File: config.mk
export PLATFORM = sky130hd
export DESIGN_NAME = mem_arbiter
export DESIGN_NICKNAME = d
export VERILOG_FILES = /design/src/rtl/mem_arbiter_pkg.sv /design/src/rtl/arb_req_reg.sv /design/src/rtl/mem_arbiter_chk.sv /design/src/rtl/mem_arbiter.sv
export SDC_FILE = /design/constraint.sdc
export NUM_CORES = 1
export LEC_CHECK = 0
export BUFFER_PORTS_ARGS = -buffer_cell sky130_fd_sc_hd__buf_2
export CORE_MARGIN = 1.5
export CORE_UTILIZATION = 30
export CTS_CLUSTER_SIZE = 30
export DETAILED_ROUTE_END_ITERATION = 8
export PLACE_DENSITY_LB_ADDON = 0.25
export SETUP_SLACK_MARGIN = 0.02
export SLEW_MARGIN = 25
export SYNTH_ARGS = -nofsm -noshare
export SYNTH_HDL_FRONTEND = slang
export SYNTH_HIERARCHICAL = 1
export SYNTH_SLANG_ARGS = --single-unit
File: constraint.sdc
create_clock -name clk -period 1.88 [get_ports clk]
set_input_delay 0.094 -clock clk [delete_from_list [all_inputs] [get_ports clk]]
set_output_delay 0.094 -clock clk [all_outputs]
set_load 0.1 [all_outputs]
File: src/rtl/mem_arbiter_pkg.sv
// Shared types for the two-port memory arbiter: FSM states, port ids, memory ops
// and the round-robin grant choice.
package mem_arbiter_pkg;

    typedef enum logic [1:0] {
        ST_IDLE = 2'd0,
        ST_BUSY = 2'd1,
        ST_RESP = 2'd2
    } arb_state_e;

    typedef enum logic {
        PORT_I = 1'b0,
        PORT_D = 1'b1
    } port_id_e;

    typedef enum logic {
        OP_READ  = 1'b0,
        OP_WRITE = 1'b1
    } mem_op_e;

    // On a tie the port that did not win last time is chosen.
    function automatic port_id_e pick_grant(
        input logic     req0,
        input logic     req1,
        input port_id_e last
    );
        port_id_e g;
        if (req0 && req1) begin
            if (last == PORT_I) begin
                g = PORT_D;
            end else begin
                g = PORT_I;
            end
        end else if (req1) begin
            g = PORT_D;
        end else begin
            g = PORT_I;
        end
        return g;
    endfunction

endpackage

File: src/rtl/arb_req_reg.sv
// Latched request bundle (address, write data, byte enables, op); loads on a
// grant and holds steady for the whole physical transaction.
import mem_arbiter_pkg::*;

module arb_req_reg #(
    parameter int ADDR_WIDTH = 16,
    parameter int DATA_WIDTH = 16
) (
    input  logic                    clk,
    input  logic                    rst,
    input  logic                    load,
    input  logic [ADDR_WIDTH-1:0]   addr_in,
    input  logic [DATA_WIDTH-1:0]   wdata_in,
    input  logic [DATA_WIDTH/8-1:0] be_in,
    input  mem_op_e                 op_in,
    output logic [ADDR_WIDTH-1:0]   addr_out,
    output logic [DATA_WIDTH-1:0]   wdata_out,
    output logic [DATA_WIDTH/8-1:0] be_out,
    output mem_op_e                 op_out
);

    localparam int BE_WIDTH = DATA_WIDTH / 8;

    logic [ADDR_WIDTH-1:0] addr_q,  addr_d;
    logic [DATA_WIDTH-1:0] wdata_q, wdata_d;
    logic [BE_WIDTH-1:0]   be_q,    be_d;
    mem_op_e               op_q,    op_d;

    // Next-state select: take the new bundle on load, otherwise hold.
    always_comb begin
        addr_d  = addr_q;
        wdata_d = wdata_q;
        be_d    = be_q;
        op_d    = op_q;
        if (load) begin
            addr_d  = addr_in;
            wdata_d = wdata_in;
            be_d    = be_in;
            op_d    = op_in;
        end else begin
            addr_d  = addr_q;
            wdata_d = wdata_q;
            be_d    = be_q;
            op_d    = op_q;
        end
    end

    // Request bundle registers.
    always_ff @(posedge clk or posedge rst) begin
        if (rst) begin
            addr_q  <= '0;
            wdata_q <= '0;
            be_q    <= '0;
            op_q    <= OP_READ;
        end else begin
            addr_q  <= addr_d;
            wdata_q <= wdata_d;
            be_q    <= be_d;
            op_q    <= op_d;
        end
    end

    assign addr_out  = addr_q;
    assign wdata_out = wdata_q;
    assign be_out    = be_q;
    assign op_out    = op_q;

endmodule

File: src/rtl/mem_arbiter_chk.sv
// Protocol checker: the two response pulses and the two physical strobes are
// each mutually exclusive.
module mem_arbiter_chk (
    input logic clk,
    input logic rst,
    input logic mem_resp_0,
    input logic mem_resp_1,
    input logic pmem_read,
    input logic pmem_write
);

    a_resp_onehot: assert property (@(posedge clk) disable iff (rst)
        !(mem_resp_0 && mem_resp_1));

    a_strobe_onehot: assert property (@(posedge clk) disable iff (rst)
        !(pmem_read && pmem_write));

endmodule

File: src/rtl/mem_arbiter.sv
// Two-port memory arbiter: serialises instruction-fetch (port 0) and data
// (port 1) requests onto one physical memory port with alternating tie-break.
import mem_arbiter_pkg::*;

module mem_arbiter #(
    parameter int ADDR_WIDTH = 16,
    parameter int DATA_WIDTH = 16
) (
    input  logic                    clk,
    input  logic                    rst,
    input  logic                    mem_read_0,
    input  logic [ADDR_WIDTH-1:0]   mem_address_0,
    output logic                    mem_resp_0,
    output logic [DATA_WIDTH-1:0]   mem_rdata_0,
    input  logic                    mem_read_1,
    input  logic                    mem_write_1,
    input  logic [ADDR_WIDTH-1:0]   mem_address_1,
    input  logic [DATA_WIDTH-1:0]   mem_wdata_1,
    input  logic [DATA_WIDTH/8-1:0] mem_byte_enable,
    output logic                    mem_resp_1,
    output logic [DATA_WIDTH-1:0]   mem_rdata_1,
    output logic                    pmem_read,
    output logic                    pmem_write,
    output logic [ADDR_WIDTH-1:0]   pmem_address,
    output logic [DATA_WIDTH-1:0]   pmem_wdata,
    output logic [DATA_WIDTH/8-1:0] pmem_byte_enable,
    input  logic                    pmem_resp,
    input  logic [DATA_WIDTH-1:0]   pmem_rdata
);

    localparam int BE_WIDTH = DATA_WIDTH / 8;

    arb_state_e            state_q,      state_d;
    port_id_e              last_grant_q, last_grant_d;
    port_id_e              grant_q,      grant_d;
    logic [DATA_WIDTH-1:0] rdata_q,      rdata_d;
    logic                  resp_0_q,     resp_0_d;
    logic                  resp_1_q,     resp_1_d;
    logic                  pmem_read_q,  pmem_read_d;
    logic                  pmem_write_q, pmem_write_d;

    logic                  req0_s;
    logic                  req1_s;
    port_id_e              grant_sel_s;
    logic                  load_s;
    logic [ADDR_WIDTH-1:0] ld_addr_s;
    logic [DATA_WIDTH-1:0] ld_wdata_s;
    logic [BE_WIDTH-1:0]   ld_be_s;
    mem_op_e               ld_op_s;
    mem_op_e               op_s;

    assign req0_s      = mem_read_0;
    assign req1_s      = mem_read_1 | mem_write_1;
    assign grant_sel_s = pick_grant(req0_s, req1_s, last_grant_q);

    // Request bundle presented to the latch for whichever port is being granted.
    always_comb begin
        ld_addr_s  = mem_address_0;
        ld_wdata_s = '0;
        ld_be_s    = {BE_WIDTH{1'b1}};
        ld_op_s    = OP_READ;
        if (grant_sel_s == PORT_D) begin
            ld_addr_s  = mem_address_1;
            ld_wdata_s = mem_wdata_1;
            ld_be_s    = mem_byte_enable;
            if (mem_write_1) begin
                ld_op_s = OP_WRITE;
            end else begin
                ld_op_s = OP_READ;
            end
        end else begin
            ld_addr_s  = mem_address_0;
            ld_wdata_s = '0;
            ld_be_s    = {BE_WIDTH{1'b1}};
            ld_op_s    = OP_READ;
        end
    end

    arb_req_reg #(
        .ADDR_WIDTH (ADDR_WIDTH),
        .DATA_WIDTH (DATA_WIDTH)
    ) u_req_reg (
        .clk       (clk),
        .rst       (rst),
        .load      (load_s),
        .addr_in   (ld_addr_s),
        .wdata_in  (ld_wdata_s),
        .be_in     (ld_be_s),
        .op_in     (ld_op_s),
        .addr_out  (pmem_address),
        .wdata_out (pmem_wdata),
        .be_out    (pmem_byte_enable),
        .op_out    (op_s)
    );

    // FSM next-state: grant in IDLE, wait for memory in BUSY, pulse in RESP.
    always_comb begin
        state_d      = state_q;
        last_grant_d = last_grant_q;
        grant_d      = grant_q;
        rdata_d      = rdata_q;
        resp_0_d     = 1'b0;
        resp_1_d     = 1'b0;
        pmem_read_d  = pmem_read_q;
        pmem_write_d = pmem_write_q;
        load_s       = 1'b0;
        case (state_q)
            ST_IDLE: begin
                if (req0_s || req1_s) begin
                    load_s       = 1'b1;
                    grant_d      = grant_sel_s;
                    last_grant_d = grant_sel_s;
                    state_d      = ST_BUSY;
                    if (ld_op_s == OP_WRITE) begin
                        pmem_write_d = 1'b1;
                        pmem_read_d  = 1'b0;
                    end else begin
                        pmem_write_d = 1'b0;
                        pmem_read_d  = 1'b1;
                    end
                end else begin
                    state_d      = ST_IDLE;
                    pmem_read_d  = 1'b0;
                    pmem_write_d = 1'b0;
                end
            end
            ST_BUSY: begin
                if (pmem_resp) begin
                    rdata_d      = pmem_rdata;
                    pmem_read_d  = 1'b0;
                    pmem_write_d = 1'b0;
                    state_d      = ST_RESP;
                    if (grant_q == PORT_D) begin
                        resp_1_d = 1'b1;
                    end else begin
                        resp_0_d = 1'b1;
                    end
                end else begin
                    state_d = ST_BUSY;
                end
            end
            ST_RESP: begin
                // Dead cycle so a requester still holding its request is not re-served.
                state_d      = ST_IDLE;
                pmem_read_d  = 1'b0;
                pmem_write_d = 1'b0;
            end
            default: begin
                state_d      = ST_IDLE;
                pmem_read_d  = 1'b0;
                pmem_write_d = 1'b0;
            end
        endcase
    end

    // FSM state and registered outputs.
    always_ff @(posedge clk or posedge rst) begin
        if (rst) begin
            state_q      <= ST_IDLE;
            last_grant_q <= PORT_I;
            grant_q      <= PORT_I;
            rdata_q      <= '0;
            resp_0_q     <= 1'b0;
            resp_1_q     <= 1'b0;
            pmem_read_q  <= 1'b0;
            pmem_write_q <= 1'b0;
        end else begin
            state_q      <= state_d;
            last_grant_q <= last_grant_d;
            grant_q      <= grant_d;
            rdata_q      <= rdata_d;
            resp_0_q     <= resp_0_d;
            resp_1_q     <= resp_1_d;
            pmem_read_q  <= pmem_read_d;
            pmem_write_q <= pmem_write_d;
        end
    end

    assign mem_resp_0  = resp_0_q;
    assign mem_resp_1  = resp_1_q;
    assign mem_rdata_0 = rdata_q;
    assign mem_rdata_1 = rdata_q;
    assign pmem_read   = pmem_read_q;
    assign pmem_write  = pmem_write_q;

    mem_arbiter_chk u_chk (
        .clk        (clk),
        .rst        (rst),
        .mem_resp_0 (resp_0_q),
        .mem_resp_1 (resp_1_q),
        .pmem_read  (pmem_read_q),
        .pmem_write (pmem_write_q)
    );

endmodule

---- After elaboration in Yosys (flattened, before gate mapping) ----
Cells that the tools add are included.
word-level totals
  register bits ........................... 57
  input bits .............................. 72
  logic and storage cells ................. 43
cells by class
  equal/unequal tests ..................... 2
  reductions and logical operators ........ 5
  bitwise gates (word level) .............. 1
  muxes and demuxes ....................... 25
operator list
  operator                                        count
  2-to-1 mux 16 bit                               2
  2-to-1 mux 1 bit                                18
  2-to-1 mux 2 bit                                2
  one-hot mux 1 bit (2 select lines)              2
  one-hot mux 2 bit (2 select lines)              1
  AND reduction 2 bit                             2
  == test 2 x 1 -> 1 bit (second input constant)  1
  zero test 2 bit                                 1
  inequality test 2 bit (second input constant)   1
  logical AND 1 bit                               1
  logical OR 1 bit                                1
  OR 1 bit                                        1

---- Longest topological paths before layout ----
Gate-level depths: netlist (run 1).
  depth after elaboration ................. 7
  mapped depth ............................ 6

---- By module ----
Netlist (run 1), hierarchy kept.
by module, submodules not included
  module       area an instance (um^2)  times used  sequential area each (um^2)  cells an instance
  arb_req_reg  1457.6                   1           875.8                        75
  mem_arbiter  1368.8                   1           575.6                        112

---- Least setup slack after synthesis (run 1) ----
No wires, ideal clock.
  path type ............................... register -> register
  from .................................... reg, netlist name grant_q
  to ...................................... reg u_req_reg.addr_q[0], in the netlist u_req_reg/addr_out[0]
  arrival time ............................ 1.419 ns
  setup time .............................. 0.126 ns
  path buffers ............................ 1
  stages on the path, launching flop included .. 5
  data required time ...................... 1.754 ns
  clock period less this slack ............ 1.545 ns
  setup slack ............................. 0.335 ns
  cell sequence ........................... dfrtp_1 a21oi_4 buf_6 mux2_2 mux2_4
RTL lines
  element               line               text
  end signal, assigned  arb_req_reg.sv:56  addr_q <= addr_d;
  end, declared         arb_req_reg.sv:24  logic [ADDR_WIDTH-1:0] addr_q, addr_d;

---- Worst setup path after layout (run 1) ----
  from .................................... reg state_q[0]
  to ...................................... reg u_req_reg.wdata_q[7], in the netlist u_req_reg/wdata_out[7]
on the way
  word-level cells in the longest chain between the ends .. 2
ends and longest elaborated chain
  element                 line                text
  start, declared         mem_arbiter.sv:33   arb_state_e state_q, state_d;
  start signal, assigned  mem_arbiter.sv:168  state_q <= state_d;
  zero test 2 bit         mem_arbiter.sv:107  case (state_q)
  2-to-1 mux 1 bit        mem_arbiter.sv:107
  via load_s              mem_arbiter.sv:45   logic load_s;
  end signal, assigned    arb_req_reg.sv:57   wdata_q <= wdata_d;
  end, declared           arb_req_reg.sv:25   logic [DATA_WIDTH-1:0] wdata_q, wdata_d;
The timed path passes the listed nets, and every way through them passes these cells.
A chain may end at the register's enable or synchronous reset.

==> flow_metrics.env, run 1 <==
export IMPL_status="finished, final reports clean"
export IMPL_worst_setup_path_end_kind="flip-flop"
export IMPL_row_count=34
export IMPL_r2r_start="state_q[0]"
export IMPL_cap_violations=0
export IMPL_multi_input_area_sq_um=1112
export IMPL_setup_viol=0
export IMPL_drt_total_wl_microns=5867
export IMPL_worstHoldPathType="primary input to flip-flop"
export IMPL_drc_errors=0
export IMPL_start_kind="flip-flop"
export IMPL_num_io_pins=142
export IMPL_hpwlAfterDp_microns=4052
export IMPL_synth_avg_cell_area_sq_um=15.06
export IMPL_max_stage_delay_ns=0.44
export IMPL_syn_nets=257
export IMPL_worstSetupStartpoint="state_q[0]"
export IMPL_start_util=0.3149
export IMPL_viasPerCell=4.246
export IMPL_clkLatencyLatePin_ns=0.33
export IMPL_grt_overflow=0
export IMPL_place_port_buffers=141
export IMPL_htreeDepth=3
export IMPL_grt_busiest_layer="met2"
export IMPL_r2r_slack_ns=0.24
export IMPL_wl_per_cell_microns=13.10
export IMPL_ctsResizeCount=0
export IMPL_max_slew_worst_pin_slew_ns=0.5148
export IMPL_grt_pass1_wl_microns=9480
export IMPL_crit_end="u_req_reg/wdata_out[7]"
export IMPL_grt_met3_usage=0.05341
export IMPL_relSlewSlack=0.6539
export IMPL_worst_ep_required_time_ns=2.09
export IMPL_design_area_sq_um=3821
export IMPL_register_area_sq_um=1426
export IMPL_drt_iter0_markers=22
export IMPL_clkSinkCount=57
export IMPL_grt_pass1_vias=1999
export IMPL_antenna_found_initial=0
export IMPL_numCtsBuffers=9
export IMPL_fp_dieW_microns=99.38
export IMPL_finalNetCount=408
export IMPL_syn_cell_area_sq_um=2786
export IMPL_cp_arrival_ns=1.86
export IMPL_period_share=0.8731
export IMPL_cp_num_buf_inv=2
export IMPL_crit_chain="nor2_1 > o31ai_1 > inv_2 > buf_12 > mux2_2"
export IMPL_area_delta_synth_final_pct=37.14
export IMPL_setup_tns_ns=0
export IMPL_cp_depth=5
export IMPL_die_y_microns=99.38
export IMPL_routabilityCongestion=0.6684
export IMPL_finalHoldViolCount=0
export IMPL_cts_tree="built"
export IMPL_hold_start="pmem_resp"
export IMPL_crit_path_top_delay_cell="dfrtp_1"
export IMPL_clk_pin_slew_worst_paths_ns=0.06
export IMPL_dr_total_vias=1902
export IMPL_crit_fanout=34
export IMPL_holdWs_ns=0.04394
export IMPL_use_met1=0.1514
export IMPL_gr_usage_met2=0.1992
export IMPL_crit_family="flip-flops"
export IMPL_final_period_minus_worst_setup_slack_ns=1.641
export IMPL_core_area_sq_um=8848
export IMPL_cts_root_buf="clkbuf_8"
export IMPL_utilization=0.4318
export IMPL_cts_hold_fix_buffers=17
export IMPL_place_area_sq_um=3456
export IMPL_drv_slew=0
export IMPL_clock_tree_buffer_depth=2
export IMPL_final_setup_skew_ns=0.007367
export IMPL_ys_warn_count=6
export IMPL_drtAntennaViolNets=0
export IMPL_antenna_cells=0
export IMPL_drive_gt1_frac=0.6735
export IMPL_dr_pass1_iters=4
export IMPL_dieArea_sq_um=9875
export IMPL_fmax_ghz=0.6092
export IMPL_fillers=859
export IMPL_reg2reg_depth=5
export IMPL_grt_max_degree=35
export IMPL_post_synth_inst_count=185
export IMPL_track_usage=0.1242
export IMPL_timing_rr_end="u_req_reg/wdata_out[7]"
export IMPL_crit_type="flip-flop to flip-flop"
export IMPL_cts_setup_buffers=0
export IMPL_rsz0062_at_grt="false"
-- state kept, by name (all words and copies together), names as in the netlist --
| register | cells |
|---|---|
| grant_q | 1 |
| u_req_reg/wdata_out | 16 |
| mem_rdata_0 | 16 |
| u_req_reg/addr_out | 16 |
| pmem_write | 1 |
| state_q | 2 |
| mem_resp_1 | 1 |
| u_req_reg/be_out | 2 |
| mem_resp_0 | 1 |
| pmem_read | 1 |
-- worst min path at each step --
stage / end / cells after the start / slack [ns]
6_report: pmem_read / 2 / 0.04
5_1_grt: pmem_read / 2 / 0.04
4_1_cts: pmem_read / 2 / 0.02
3_5_place_dp: u_req_reg/addr_out[9] / 2 / 0.04
3_3_place_gp: u_req_reg/addr_out[9] / 2 / 0.04
2_1_floorplan: grant_q / 1 / 0.1
-- cell type report --
cell class,instances,area share
Clock buffer,12,0.04060
Clock inverter,3,0.01048
Inverter,5,0.004912
Multi-Input combinational cell,99,0.2911
Sequential cell,57,0.3733
Tap cell,108,0.03536
Timing Repair Buffer,164,0.2443
-- cells in the final DEF (no fill, tap or decap), types with 2 or more instances in the layout --
cell type      count
buf_2            141
dfrtp_1           57
mux2_4            37
mux2_2            28
and2_1            17
dlygate4sd3_1     17
clkbuf_8          11
buf_4              5
inv_1              4
nor2_1             3
nand2b_1           3
clkinv_2           2
-- through the flow --
stage	setup slack [ns]	instances
floorplan	0.3349	185
global placement	0.2486	416
detailed placement	0.2514	416
CTS	0.2354	448
global route	0.1112	448
finish	0.2386	448
-- worst register-to-register path, stage by stage (launching register included) --
cell	delay, ns
dfrtp_1	0.44
nor2_1	0.18
o31ai_1	0.16
inv_2	0.10
buf_12	0.24
mux2_2	0.42
-- routing by layer --
metal | share of wire | wire length, microns
met4 | 0.0099 | 58
met3 | 0.091 | 532
met1 | 0.45 | 2665
met2 | 0.44 | 2610
met5 | 0 | 0
Power of run 1 is not shown: default switching activity piles up to over one toggle a cycle in this logic, so the estimate is an artifact.
==> run 2, diff against run 1 <==
- RECOVER_POWER: not set -> 25
- SLEW_MARGIN: 25 -> not set
==> run 2 against run 1 <==
  * Clock skew barely moved
  * Flip-flop and latch count did not move
  * Hold slack got worse by 0.00067 ns
  * Critical path depth did not move
  * Global-route usage did not move
  * First-iteration DRC count rose by 14%
  * Via count fell by 0.11%
  * Worst setup slack got worse by 0.0031 ns
  * Clock-buffer cell count did not move
  * Register-to-register slack barely moved
  * Highest routed layer unchanged
==> flow_metrics.env, run 2 (synthesis results as in run 1) <==
export IMPL_clkLatencyLatePin_ns=0.33
export IMPL_period_share=0.8747
export IMPL_routabilityCongestion=0.6684
export IMPL_fmax_ghz=0.6081
export IMPL_area_delta_synth_final_pct=36.91
export IMPL_cts_tree="built"
export IMPL_num_io_pins=142
export IMPL_dr_total_vias=1900
export IMPL_crit_path_top_delay_cell="dfrtp_1"
export IMPL_reg2reg_depth=5
export IMPL_final_setup_skew_ns=0.007059
export IMPL_crit_chain="nor2_1 > o31ai_1 > inv_2 > buf_12 > mux2_2"
export IMPL_drc_errors=0
export IMPL_wl_met3_microns=521
export IMPL_drtAntennaViolNets=0
export IMPL_crit_fanout=34
export IMPL_cp_depth=5
export IMPL_utilization=0.4311
export IMPL_grt_pass1_wl_microns=9480
export IMPL_drt_iter0_markers=25
export IMPL_fillers=860
export IMPL_worst_setup_path_end_kind="flip-flop"
export IMPL_start_kind="flip-flop"
export IMPL_antenna_found_initial=0
export IMPL_track_usage=0.1242
export IMPL_timing_rr_end="u_req_reg/wdata_out[7]"
export IMPL_register_area_sq_um=1426
export IMPL_rsz0062_at_grt="false"
export IMPL_final_cell_mix="buf_2, dfrtp_1, mux2_4"
export IMPL_hpwlAfterDp_microns=4052
export IMPL_clkSinkCount=57
export IMPL_cts_root_buf="clkbuf_8"
export IMPL_wl_per_cell_microns=13.17
export IMPL_clk_pin_slew_worst_paths_ns=0.06
export IMPL_worst_ep_required_time_ns=2.09
export IMPL_drv_slew=0
export IMPL_wl_met2_microns=2608
export IMPL_htreeDepth=3
export IMPL_viasPerCell=4.241
export IMPL_final_period_minus_worst_setup_slack_ns=1.644
export IMPL_min_to="pmem_read"
export IMPL_antenna_cells=0
export IMPL_place_port_buffers=141
export IMPL_setup_tns_ns=0
export IMPL_grt_overflow=0
export IMPL_status="finished, final reports clean"
export IMPL_finalNetCount=408
export IMPL_cap_violations=0
export IMPL_holdPathStages=2
export IMPL_ctsResizeCount=0
export IMPL_grt_max_degree=35
export IMPL_final_common_cell="buf_2"
export IMPL_dr_pass1_iters=4
export IMPL_max_stage_delay_ns=0.44
export IMPL_hold_start="pmem_resp"
export IMPL_top_layer_used="met4"
export IMPL_numCtsBuffers=9
export IMPL_drive_gt1_frac=0.6706
export IMPL_die_y_microns=99.38
export IMPL_row_count=34
export IMPL_worstHoldPathType="primary input to flip-flop"
export IMPL_cts_hold_fix_buffers=17
export IMPL_cp_num_buf_inv=2
export IMPL_drt_met1_wl_microns=2713
export IMPL_crit_family="flip-flops"
export IMPL_core_area_sq_um=8848
export IMPL_setup_viol=0
export IMPL_multi_input_area_sq_um=1112
export IMPL_clock_tree_buffer_depth=2
export IMPL_cp_arrival_ns=1.86
export IMPL_start_util=0.3149
export IMPL_grt_pass1_vias=1999
export IMPL_relSlewSlack=0.1791
export IMPL_r2r_slack_ns=0.24
export IMPL_dieArea_sq_um=9875
export IMPL_drt_total_wl_microns=5902
export IMPL_fp_dieW_microns=99.38
export IMPL_finalHoldViolCount=0
export IMPL_max_slew_worst_pin_slew_ns=1.231
export IMPL_r2r_start="state_q[0]"
export IMPL_cts_setup_buffers=0
export IMPL_crit_type="flip-flop to flip-flop"
==> run 2: cell count changes in the layout (fill, tap and decap cells not counted), sizes merged <==
cell / change
clkbuf: +2
buf: -2
==> run 2: metal layers <==
layer	up-vias	global-route usage
li1	912	-
met1	878	0.1514
met2	104	0.1992
met3	6	0.05341
met4	0	0.03900
met5	-	0
==> run 2: cell type report <==
| class | instances | share of cell area |
|---|---|---|
| Sequential cell | 57 | 0.3739 |
| Multi-Input combinational cell | 99 | 0.2916 |
| Timing Repair Buffer | 164 | 0.2430 |
| Clock buffer | 12 | 0.04067 |
| Tap cell | 108 | 0.03542 |
| Clock inverter | 3 | 0.01050 |
| Inverter | 5 | 0.004920 |
==> run 2: worst max-delay path by stage <==
stage / endpoint / slack (ns) / from
2_1_floorplan: u_req_reg/addr_out[0] / 0.33 / grant_q
3_3_place_gp: u_req_reg/wdata_out[8] / 0.25 / state_q[0]
3_5_place_dp: u_req_reg/wdata_out[7] / 0.25 / state_q[0]
4_1_cts: u_req_reg/wdata_out[7] / 0.24 / state_q[0]
5_1_grt: u_req_reg/wdata_out[7] / 0.11 / state_q[0]
6_report: u_req_reg/wdata_out[7] / 0.24 / state_q[0]
==> run 2: metrics by stage <==
step	area, sq um	worst slack (ns)	instances	hold slack [ns]
6_report	3815	0.2355	448	0.04327
5_1_grt	3815	0.1112	448	0.03646
4_1_cts	3821	0.2354	448	0.02013
3_5_place_dp	3456	0.2514	416	0.04057
3_3_place_gp	3456	0.2486	416	0.04456
2_1_floorplan	2786	0.3349	185	0.09592
Power of run 2 is left out for the same reason.
==> run 3, diff against run 2 <==
- CELL_PAD_IN_SITES_DETAIL_PLACEMENT: not set -> 1
- CELL_PAD_IN_SITES_GLOBAL_PLACEMENT: not set -> 2
- CORE_UTILIZATION: 30 -> 29
- clock period: 1.88 -> 1.6 ns (I/O delays scaled with it)
==> run 3 against run 2 <==
  * Highest routed layer unchanged
  * Critical path type unchanged
  * Largest cell class unchanged
  * Register-to-register slack got worse by 0.15 ns
  * Final cell count rose by 6.0%
  * Via count is 4.9% higher
  * Non-clock buffer count up 5
  * Global-route usage rose by 2.3 points
==> flow_metrics.env, run 3 (synthesis results as in run 1) <==
export IMPL_r2r_start="grant_q"
export IMPL_dr_pass1_iters=4
export IMPL_drive_gt1_frac=0.6792
export IMPL_cp_depth=4
export IMPL_finalHoldViolCount=0
export IMPL_timing_rr_end="u_req_reg/addr_out[15]"
export IMPL_relSlewSlack=0.4498
export IMPL_clk_pin_slew_worst_paths_ns=0.07
export IMPL_crit_type="flip-flop to flip-flop"
export IMPL_routabilityCongestion=0.7213
export IMPL_grt_max_degree=32
export IMPL_antenna_cells=0
export IMPL_status="finished, final reports clean"
export IMPL_final_period_minus_worst_setup_slack_ns=1.510
export IMPL_setup_tns_ns=0
export IMPL_worst_setup_path_end_kind="flip-flop"
export IMPL_crit_fanout=23
export IMPL_crit_family="multiplexers"
export IMPL_hpwlAfterDp_microns=4884
export IMPL_grt_pass1_wl_microns=11300
export IMPL_rsz0062_at_grt="false"
export IMPL_worstHoldPathType="primary input to flip-flop"
export IMPL_clkLatencyLatePin_ns=0.34
export IMPL_fmax_ghz=0.6623
export IMPL_area_delta_synth_final_pct=42.25
export IMPL_core_area_sq_um=9284
export IMPL_cts_root_buf="clkbuf_8"
export IMPL_die_y_microns=101.0
export IMPL_numCtsBuffers=9
export IMPL_drv_slew=0
export IMPL_finalNetCount=413
export IMPL_antenna_found_initial=0
export IMPL_start_kind="flip-flop"
export IMPL_cp_num_buf_inv=1
export IMPL_r2r_slack_ns=0.09
export IMPL_drtAntennaViolNets=0
export IMPL_track_usage=0.1467
export IMPL_grt_pass1_vias=2214
export IMPL_clkSinkCount=57
export IMPL_period_share=0.9437
export IMPL_worstSetupStartpoint="grant_q"
export IMPL_viasPerCell=4.198
export IMPL_fillers=1048
export IMPL_hold_start="mem_byte_enable[0]"
export IMPL_worst_ep_required_time_ns=1.82
export IMPL_setup_viol=0
export IMPL_drc_errors=0
export IMPL_dieArea_sq_um=10210
export IMPL_clock_tree_buffer_depth=2
export IMPL_max_slew_worst_pin_slew_ns=0.8253
export IMPL_final_setup_skew_ns=0.007083
export IMPL_register_area_sq_um=1426
export IMPL_design_area_sq_um=3964
export IMPL_reg2reg_depth=4
export IMPL_num_io_pins=142
export IMPL_drt_total_wl_microns=7189
export IMPL_final_common_cell="buf_2"
export IMPL_max_stage_delay_ns=0.41
export IMPL_wl_per_cell_microns=15.13
export IMPL_dr_total_vias=1994
export IMPL_crit_end="u_req_reg/addr_out[15]"
export IMPL_drt_iter0_markers=37
export IMPL_holdWs_ns=0.06042
export IMPL_cp_arrival_ns=1.73
export IMPL_start_util=0.3001
export IMPL_htreeDepth=3
export IMPL_final_cell_mix="buf_2, dfrtp_1, mux2_4"
export IMPL_cap_violations=0
export IMPL_grt_overflow=0
export IMPL_fp_dieW_microns=101.0
export IMPL_crit_path_top_delay_cell="dfrtp_1"
export IMPL_place_port_buffers=141
export IMPL_row_count=35
export IMPL_cts_tree="built"
export IMPL_cts_setup_buffers=0
export IMPL_multi_input_area_sq_um=1115
export IMPL_place_area_sq_um=3542
export IMPL_crit_chain="a21oi_4 > buf_12 > mux2_2 > mux2_4"
## run 3: cell types whose count changed in the layout (fill, tap and decap cells not counted), sizes merged
cell         before  now
bufinv            1    2
clkbuf           14   15
clkinvlp          0    1
buf             145  147
dlygate4sd3      17   18
## run 3: final cells by class
class / count / area share
Clock buffer: 11 / 0.03819
Clock inverter: 5 / 0.01957
Inverter: 5 / 0.004735
Multi-Input combinational cell: 99 / 0.2813
Sequential cell: 57 / 0.3598
Tap cell: 129 / 0.04072
Timing Repair Buffer: 169 / 0.2557
## run 3: worst min-delay path by stage
stage                        endpoint  depth (start not counted)  slack (ns)
3_3_place_gp   u_req_reg/wdata_out[0]                          2        0.02
3_5_place_dp   u_req_reg/wdata_out[0]                          2        0.02
4_1_cts           u_req_reg/be_out[0]                          3        0.04
2_1_floorplan                 grant_q                          1        0.08
6_report          u_req_reg/be_out[0]                          3        0.06
5_1_grt           u_req_reg/be_out[1]                          3        0.06
## run 3: metal layers
metal	part of all wire	up-vias	wire, microns	track usage
met3	0.071	10	508	0.04854
met2	0.51	90	3689	0.2630
met1	0.40	969	2895	0.1596
li1	-	925	-	-
met4	0.013	0	95	0.05769
met5	0	-	0	0
## run 3: what timing repair did
action,4_1_cts,5_1_grt
hold endpoints to repair,75,0
resized for setup,0,2
hold buffers,18,0
endpoints found under the setup margin,0,34
## run 3: worst reg2reg max path: stages (launching register included)
cell	delay [ns]
dfrtp_1	0.41
a21oi_4	0.20
buf_12	0.18
mux2_2	0.35
mux2_4	0.25
## run 3: per-stage QoR
| stage | util | instances | worst slack (ns) |
|---|---|---|---|
| 2_1_floorplan | - | 185 | 0.05487 |
| 3_3_place_gp | 0.3815 | 440 | 0.09315 |
| 3_5_place_dp | 0.3815 | 440 | 0.06144 |
| 4_1_cts | 0.4256 | 474 | 0.03938 |
| 5_1_grt | 0.4270 | 475 | 0.02165 |
| 6_report | 0.4270 | 475 | 0.09004 |
Power of run 3 is left out for the same reason.
